$ cat config.mk
export PLATFORM = sky130hd
export DESIGN_NAME = noc_endpoint
export DESIGN_NICKNAME = d
export VERILOG_FILES = /design/src/rtl/noc_pkg.sv /design/src/rtl/noc_rx_fifo.sv /design/src/rtl/noc_endpoint.sv
export SDC_FILE = /design/constraint.sdc
export NUM_CORES = 1
export LEC_CHECK = 0
export CORE_UTILIZATION = 50
export CTS_BUF_LIST = sky130_fd_sc_hd__clkbuf_16
export DETAILED_ROUTE_END_ITERATION = 6
export PLACE_DENSITY = 0.78
export SKIP_LAST_GASP = 1
export SLEW_MARGIN = 5
export SYNTH_ARGS = -nofsm -noshare
export SYNTH_HDL_FRONTEND = slang
export SYNTH_SLANG_ARGS = --single-unit
$ cat constraint.sdc
create_clock -name clk -period 4.8 [get_ports clk]
set_input_delay 1.44 -clock clk [delete_from_list [all_inputs] [get_ports clk]]
set_output_delay 1.44 -clock clk [all_outputs]
set_load 0.03 [all_outputs]
$ cat src/rtl/noc_pkg.sv
// Shared flit layout and widths for the mesh network endpoint.
package noc_pkg;

  localparam int unsigned FLIT_W  = 16;
  localparam int unsigned COORD_W = 4;

  typedef struct packed {
    logic [7:0]         payload;
    logic [COORD_W-1:0] dest_x;
    logic [COORD_W-1:0] dest_y;
  } flit_t;

endpackage

$ cat src/rtl/noc_rx_fifo.sv
// Synchronous RX flit FIFO; a write while full is taken only alongside a read.
module noc_rx_fifo
  import noc_pkg::*;
#(
  parameter int unsigned DEPTH = 4
) (
  input  logic              clk,
  input  logic              rst,
  input  logic              wr_en,
  input  logic [FLIT_W-1:0] wr_data,
  input  logic              rd_en,
  output logic [FLIT_W-1:0] rd_data,
  output logic              full,
  output logic              empty
);

  localparam int unsigned AW = $clog2(DEPTH);

  logic [FLIT_W-1:0] mem [DEPTH];
  logic [AW:0]       wptr;
  logic [AW:0]       rptr;
  logic              do_wr;
  logic              do_rd;

  // Extra MSB on each pointer separates full from empty when the low bits match.
  assign empty   = (wptr == rptr);
  assign full    = (wptr[AW] != rptr[AW]) && (wptr[AW-1:0] == rptr[AW-1:0]);
  assign do_rd   = rd_en && !empty;
  assign do_wr   = wr_en && (!full || do_rd);
  assign rd_data = mem[rptr[AW-1:0]];

  always_ff @(posedge clk) begin
    if (rst) begin
      wptr <= '0;
      rptr <= '0;
    end else begin
      if (do_wr) begin
        mem[wptr[AW-1:0]] <= wr_data;
        wptr              <= wptr + 1'b1;
      end
      if (do_rd) rptr <= rptr + 1'b1;
    end
  end

endmodule

$ cat src/rtl/noc_endpoint.sv
// Tile network interface: credit-controlled TX of single-flit packets and
// buffered RX with credit return to the router's L port.
module noc_endpoint
  import noc_pkg::*;
#(
  parameter int unsigned XCOORD   = 0,
  parameter int unsigned YCOORD   = 0,
  parameter int unsigned CREDITS  = 4,
  parameter int unsigned RX_DEPTH = 4
) (
  input  logic              clk,
  input  logic              rst,
  input  logic [7:0]        tx_payload_i,
  input  logic [3:0]        tx_dest_x_i,
  input  logic [3:0]        tx_dest_y_i,
  input  logic              tx_valid_i,
  output logic              tx_ready_o,
  output logic [FLIT_W-1:0] net_data_o,
  output logic              net_enable_o,
  input  logic              net_credit_i,
  input  logic [FLIT_W-1:0] net_data_i,
  input  logic              net_valid_i,
  output logic              net_credit_o,
  output logic [FLIT_W-1:0] rx_data_o,
  output logic              rx_valid_o,
  input  logic              rx_ready_i,
  output logic [7:0]        misroute_cnt_o,
  output logic              credit_err_o,
  output logic              rx_overflow_o
);

  localparam int unsigned CW = $clog2(CREDITS + 1);
  localparam int unsigned PW = $clog2(RX_DEPTH + 2);

  logic [CW-1:0] credit_cnt;
  logic [PW-1:0] pending;
  logic          send;
  flit_t         tx_flit;
  flit_t         rx_flit;
  logic          dest_match;
  logic          rx_write;
  logic          misroute;
  logic          pop;
  logic          fifo_full;
  logic          fifo_empty;

  assign tx_ready_o = (credit_cnt != '0);
  assign send       = tx_valid_i && tx_ready_o;
  assign tx_flit    = '{payload: tx_payload_i, dest_x: tx_dest_x_i, dest_y: tx_dest_y_i};

  always_ff @(posedge clk) begin
    if (rst) begin
      credit_cnt   <= CW'(CREDITS);
      credit_err_o <= 1'b0;
      net_enable_o <= 1'b0;
      net_data_o   <= '0;
    end else begin
      unique case ({send, net_credit_i})
        2'b10: credit_cnt <= credit_cnt - 1'b1;
        2'b01: begin
          if (credit_cnt == CW'(CREDITS)) credit_err_o <= 1'b1;
          else                            credit_cnt   <= credit_cnt + 1'b1;
        end
        default: ;
      endcase
      net_enable_o <= send;
      if (send) net_data_o <= tx_flit;
    end
  end

  assign rx_flit    = flit_t'(net_data_i);
  assign dest_match = (rx_flit.dest_x == COORD_W'(XCOORD)) && (rx_flit.dest_y == COORD_W'(YCOORD));
  assign rx_write   = net_valid_i && dest_match;
  assign misroute   = net_valid_i && !dest_match;
  assign rx_valid_o = !fifo_empty;
  assign pop        = rx_valid_o && rx_ready_i;

  noc_rx_fifo #(.DEPTH(RX_DEPTH)) u_rx_fifo (
    .clk     (clk),
    .rst     (rst),
    .wr_en   (rx_write),
    .wr_data (net_data_i),
    .rd_en   (pop),
    .rd_data (rx_data_o),
    .full    (fifo_full),
    .empty   (fifo_empty)
  );

  // Pop and misroute drop can both owe a credit in one cycle; only one returns per cycle.
  assign net_credit_o = (pending != '0);

  always_ff @(posedge clk) begin
    if (rst) begin
      pending        <= '0;
      misroute_cnt_o <= '0;
      rx_overflow_o  <= 1'b0;
    end else begin
      pending <= pending + PW'(pop) + PW'(misroute) - PW'(net_credit_o);
      if (misroute && misroute_cnt_o != 8'hFF) misroute_cnt_o <= misroute_cnt_o + 8'd1;
      if (rx_write && fifo_full && !pop) rx_overflow_o <= 1'b1;
    end
  end

endmodule

==> results_dict.tcl <==
set metrics [dict create \
    syn_area_sq_um 4210 \
    core_area_sq_um 8180 \
    hold_buffers 0 \
    leakagePower_nw 1.90 \
    cts_root_buffer "clkbuf_16" \
    finalClockSkew_ns 0.00954 \
    pin_count 84 \
    antenna_left 0 \
    worstSetupPathType "in -> reg" \
    synth-seq-cells 105 \
    met3_length_um 433 \
    remaining_drc_errors 0 \
    hp-class "reg -> reg" \
    syn_avg_cell_area_sq_um 13.4 \
    synth_cell_type_count 35 \
    combinationalPowerShare 0.145 \
    grtUsageTotal 0.193 \
    grt_pass1_wl_mm 12.8 \
    maxSlewHeadroom 0.377 \
    seqPwrFrac 0.495 \
    htreeDepth 3 \
    layout.nets 449 \
    postCtsSetupBuffers 0 \
    fin_ws_ns 0.846 \
    yosysWarnings 0 \
    crit_path_cell_trace "clkdlybuf4s50_1 -> or4_1 -> o21ai_0 -> ha_1 -> fa_1 -> inv_1 -> fa_1 -> nor2b_1" \
    cts_tree "built" \
    grt_pass1_vias 2677 \
    syn-instance-count 314 \
    dr.pass1.iters 4 \
    antenna_cells 0 \
    worst_path_max_delay_cell "or4_1" \
    power_switching_w 0.000512 \
    r2r_end "credit_cnt[2]" \
    drv_cap 0 \
    drt-initial-drc-count 98 \
    clk_pin_slew_worst_paths_ns 0.07 \
    crit_family "adder cells" \
    final_util 0.671 \
    finalSetupViolCount 0 \
    grt_max_degree 48 \
    cp.arrival_ns 4.16 \
    setup_tns_ns 0 \
    endpoint_kind "flop" \
    cp_max_fo 5 \
    grt_antenna_before_repair 0 \
    multi_input_comb_area_sq_um 1360 \
    row_count 33 \
    nFillCells 588 \
    reg2reg_setup_slack_ns 2.29 \
    timing.rr.start "credit_cnt[0]" \
    fin_crit_ns 3.95 \
    gp_congestion 0.777 \
    grt_setup_unrepaired "no" \
    post_drt_wl_per_cell_um 15.3 \
    p_sw_frac 0.250 \
    register_area_sq_um 2740 \
    min_period_over_period 0.824 \
    path_common_cell "fa_1" \
    die_w_um 93.7 \
    synth-edff-count 64 \
    grt-ovfl-total 0 \
    seq_area_frac_synth 0.652 \
    pre_cts_slack_ns 0.568 \
    power.internal_w 0.00154 \
    routed.top_layer "met4" \
    syn-num-nets 362 \
    hpwl_mm 5.20 \
    cp_data_required_time_ns 5.00 \
    start_util 0.515 \
    cts.sinks 105 \
    wl_met1_mm 3.35 \
    status "finished, final reports clean" \
    path_depth 8 \
    die_y_um 93.7 \
    hold_violations 0 \
    critPathMaxStageDelay_ns 0.57 \
    drv_slew 0 \
    cp-start-kind "input port" \
    tightest_slew_ns 0.926 \
    drt_wl_total_mm 7.80 \
    crit_start "net_data_i[1]" \
    drive_gt1_frac 0.108 \
    clockBufferDepth 2 \
    p_clk_frac 0.360 \
    via_per_inst 5.30 \
    ys_async_sr_fraction 0 \
    crit_path_end "pending[1]" \
    via_count 2708 \
    fmax_mhz 253 \
    cp_num_buf_inv 2 \
    cts_buffers 9 \
    area_delta_synth_final_pct 30.3 \
    die-area_sq_um 8780 \
    power_density_nw_per_um2 374 \
    clock_latency_ns 0.34 \
    ir_drop_mv 0.192 \
    wl_met2_mm 3.91 \
    r2r_cells 8 \
    ys.flop_type "edfxtp_1" \
    portBuffers 83 \
    cts_resized 0 \
]
-- worst min-delay path by stage --
stage	start	end	slack [ns]	cells after the start
CTS	net_data_o[0]	net_data_o[0]	0.46	2
detailed placement	net_data_o[0]	net_data_o[0]	0.45	2
global route	net_data_o[0]	net_data_o[0]	0.47	2
finish	net_data_o[0]	net_data_o[0]	0.45	2
floorplan	u_rx_fifo.wptr[2]	u_rx_fifo.wptr[2]	0.49	2
global placement	net_data_o[4]	net_data_o[4]	0.44	2
-- power groups by stage --
stage               clock, W  combinational (W)  sequential (W)
CTS                 0.000753           0.000301         0.00102
finish              0.000737           0.000298         0.00101
global placement           0           0.000289         0.00103
global route        0.000787           0.000334         0.00102
detailed placement         0           0.000298         0.00103
floorplan                  0           0.000155         0.00106
-- placed cells by master, fill, tap and decap left out, types with 4 or more instances in the layout --
cell and instances:
nor3_1 4, ha_1 7, o31ai_1 4, nor2_1 18, nand3_1 4, a21oi_1 25
nand2_1 37, mux4_2 16, edfxtp_1 64, inv_1 15, or3_1 8, o21ai_0 8
buf_4 8, or4_1 4, clkdlybuf4s50_1 83, dfxtp_1 41, nand2b_1 5, xor2_1 5
xnor2_1 4, clkbuf_16 9, nor2b_1 4
-- area by class of cell --
type,count,share of cell area
clock buffers,9,0.0411
inverters,14,0.00958
clock inverters,7,0.0148
flip-flops and latches,105,0.500
repair buffers,91,0.162
well taps,105,0.0240
multi-input cells,180,0.248
-- cells by family after synthesis --
kind of cell / count (synthesis) / synth area share
flip-flops: 105 / 0.652
AND/OR/NAND/NOR: 96 / 0.109
AO/OA/AOI/OAI: 43 / 0.0577
buffers and inverters: 29 / 0.0265
multiplexers: 22 / 0.101
adder cells (fa/ha/maj): 10 / 0.0351
XOR/XNOR: 9 / 0.0187
-- metrics by stage --
stage | power (W) | std cells | hold slack, ns | instance area [sq um]
after floorplan | 0.00122 | 314 | 0.488 | 4210
after global placement | 0.00132 | 495 | 0.442 | 5180
after detailed placement | 0.00133 | 495 | 0.447 | 5180
after CTS | 0.00207 | 511 | 0.455 | 5480
after global routing | 0.00214 | 511 | 0.471 | 5480
final | 0.00205 | 511 | 0.454 | 5480
-- synthesized netlist by cell type (2+ instances only) --
cell type | n | area (sq um)
nand3_1 | 4 | 20.0
edfxtp_1 | 64 | 1920
or3_1 | 8 | 50.1
a31oi_1 | 2 | 12.5
nor4_1 | 4 | 25.0
fa_1 | 3 | 60.1
a21oi_1 | 25 | 125
nor2_1 | 18 | 67.6
and3_1 | 2 | 12.5
xnor2_1 | 4 | 35.0
mux2i_1 | 3 | 30.0
nor2b_1 | 4 | 25.0
or4_1 | 4 | 30.0
inv_1 | 14 | 52.6
dfxtp_1 | 41 | 821
nand2b_1 | 5 | 31.3
nor3_1 | 4 | 20.0
xor2_1 | 5 | 43.8
nand2_1 | 37 | 139
mux2_2 | 3 | 33.8
o21ai_0 | 8 | 40.0
mux4_2 | 16 | 360
ha_1 | 7 | 87.6
o31ai_1 | 4 | 30.0
o31a_1 | 2 | 17.5
clkbuf_1 | 12 | 45.0
and2_1 | 3 | 18.8
-- state kept, by name, indices dropped and copies added, names as in the netlist, named ones only --
name	cells
rx_overflow_o	1
misroute_cnt_o	8
net_data_o	16
u_rx_fifo.wptr	3
credit_err_o	1
net_enable_o	1
u_rx_fifo.rptr	3
u_rx_fifo.mem	64
credit_cnt	3
pending	3
-- layer usage --
| layer | track usage | vias up |
|---|---|---|
| li1 | - | 1320 |
| met1 | 0.241 | 1306 |
| met2 | 0.324 | 71 |
| met3 | 0.0445 | 11 |
| met4 | 0.0808 | 0 |
| met5 | 0 | - |
-- worst register-to-register path: stages, from the launching register on --
cell and delay, ns:
dfxtp_1 0.38, or3_1 0.39, nand2_1 0.48, nand2_1 0.14, fa_1 0.43, nor3b_1 0.24, nor2b_1 0.16, o21ai_0 0.07
o311ai_0 0.10
Note: power is estimated with default switching activity, not from simulation.
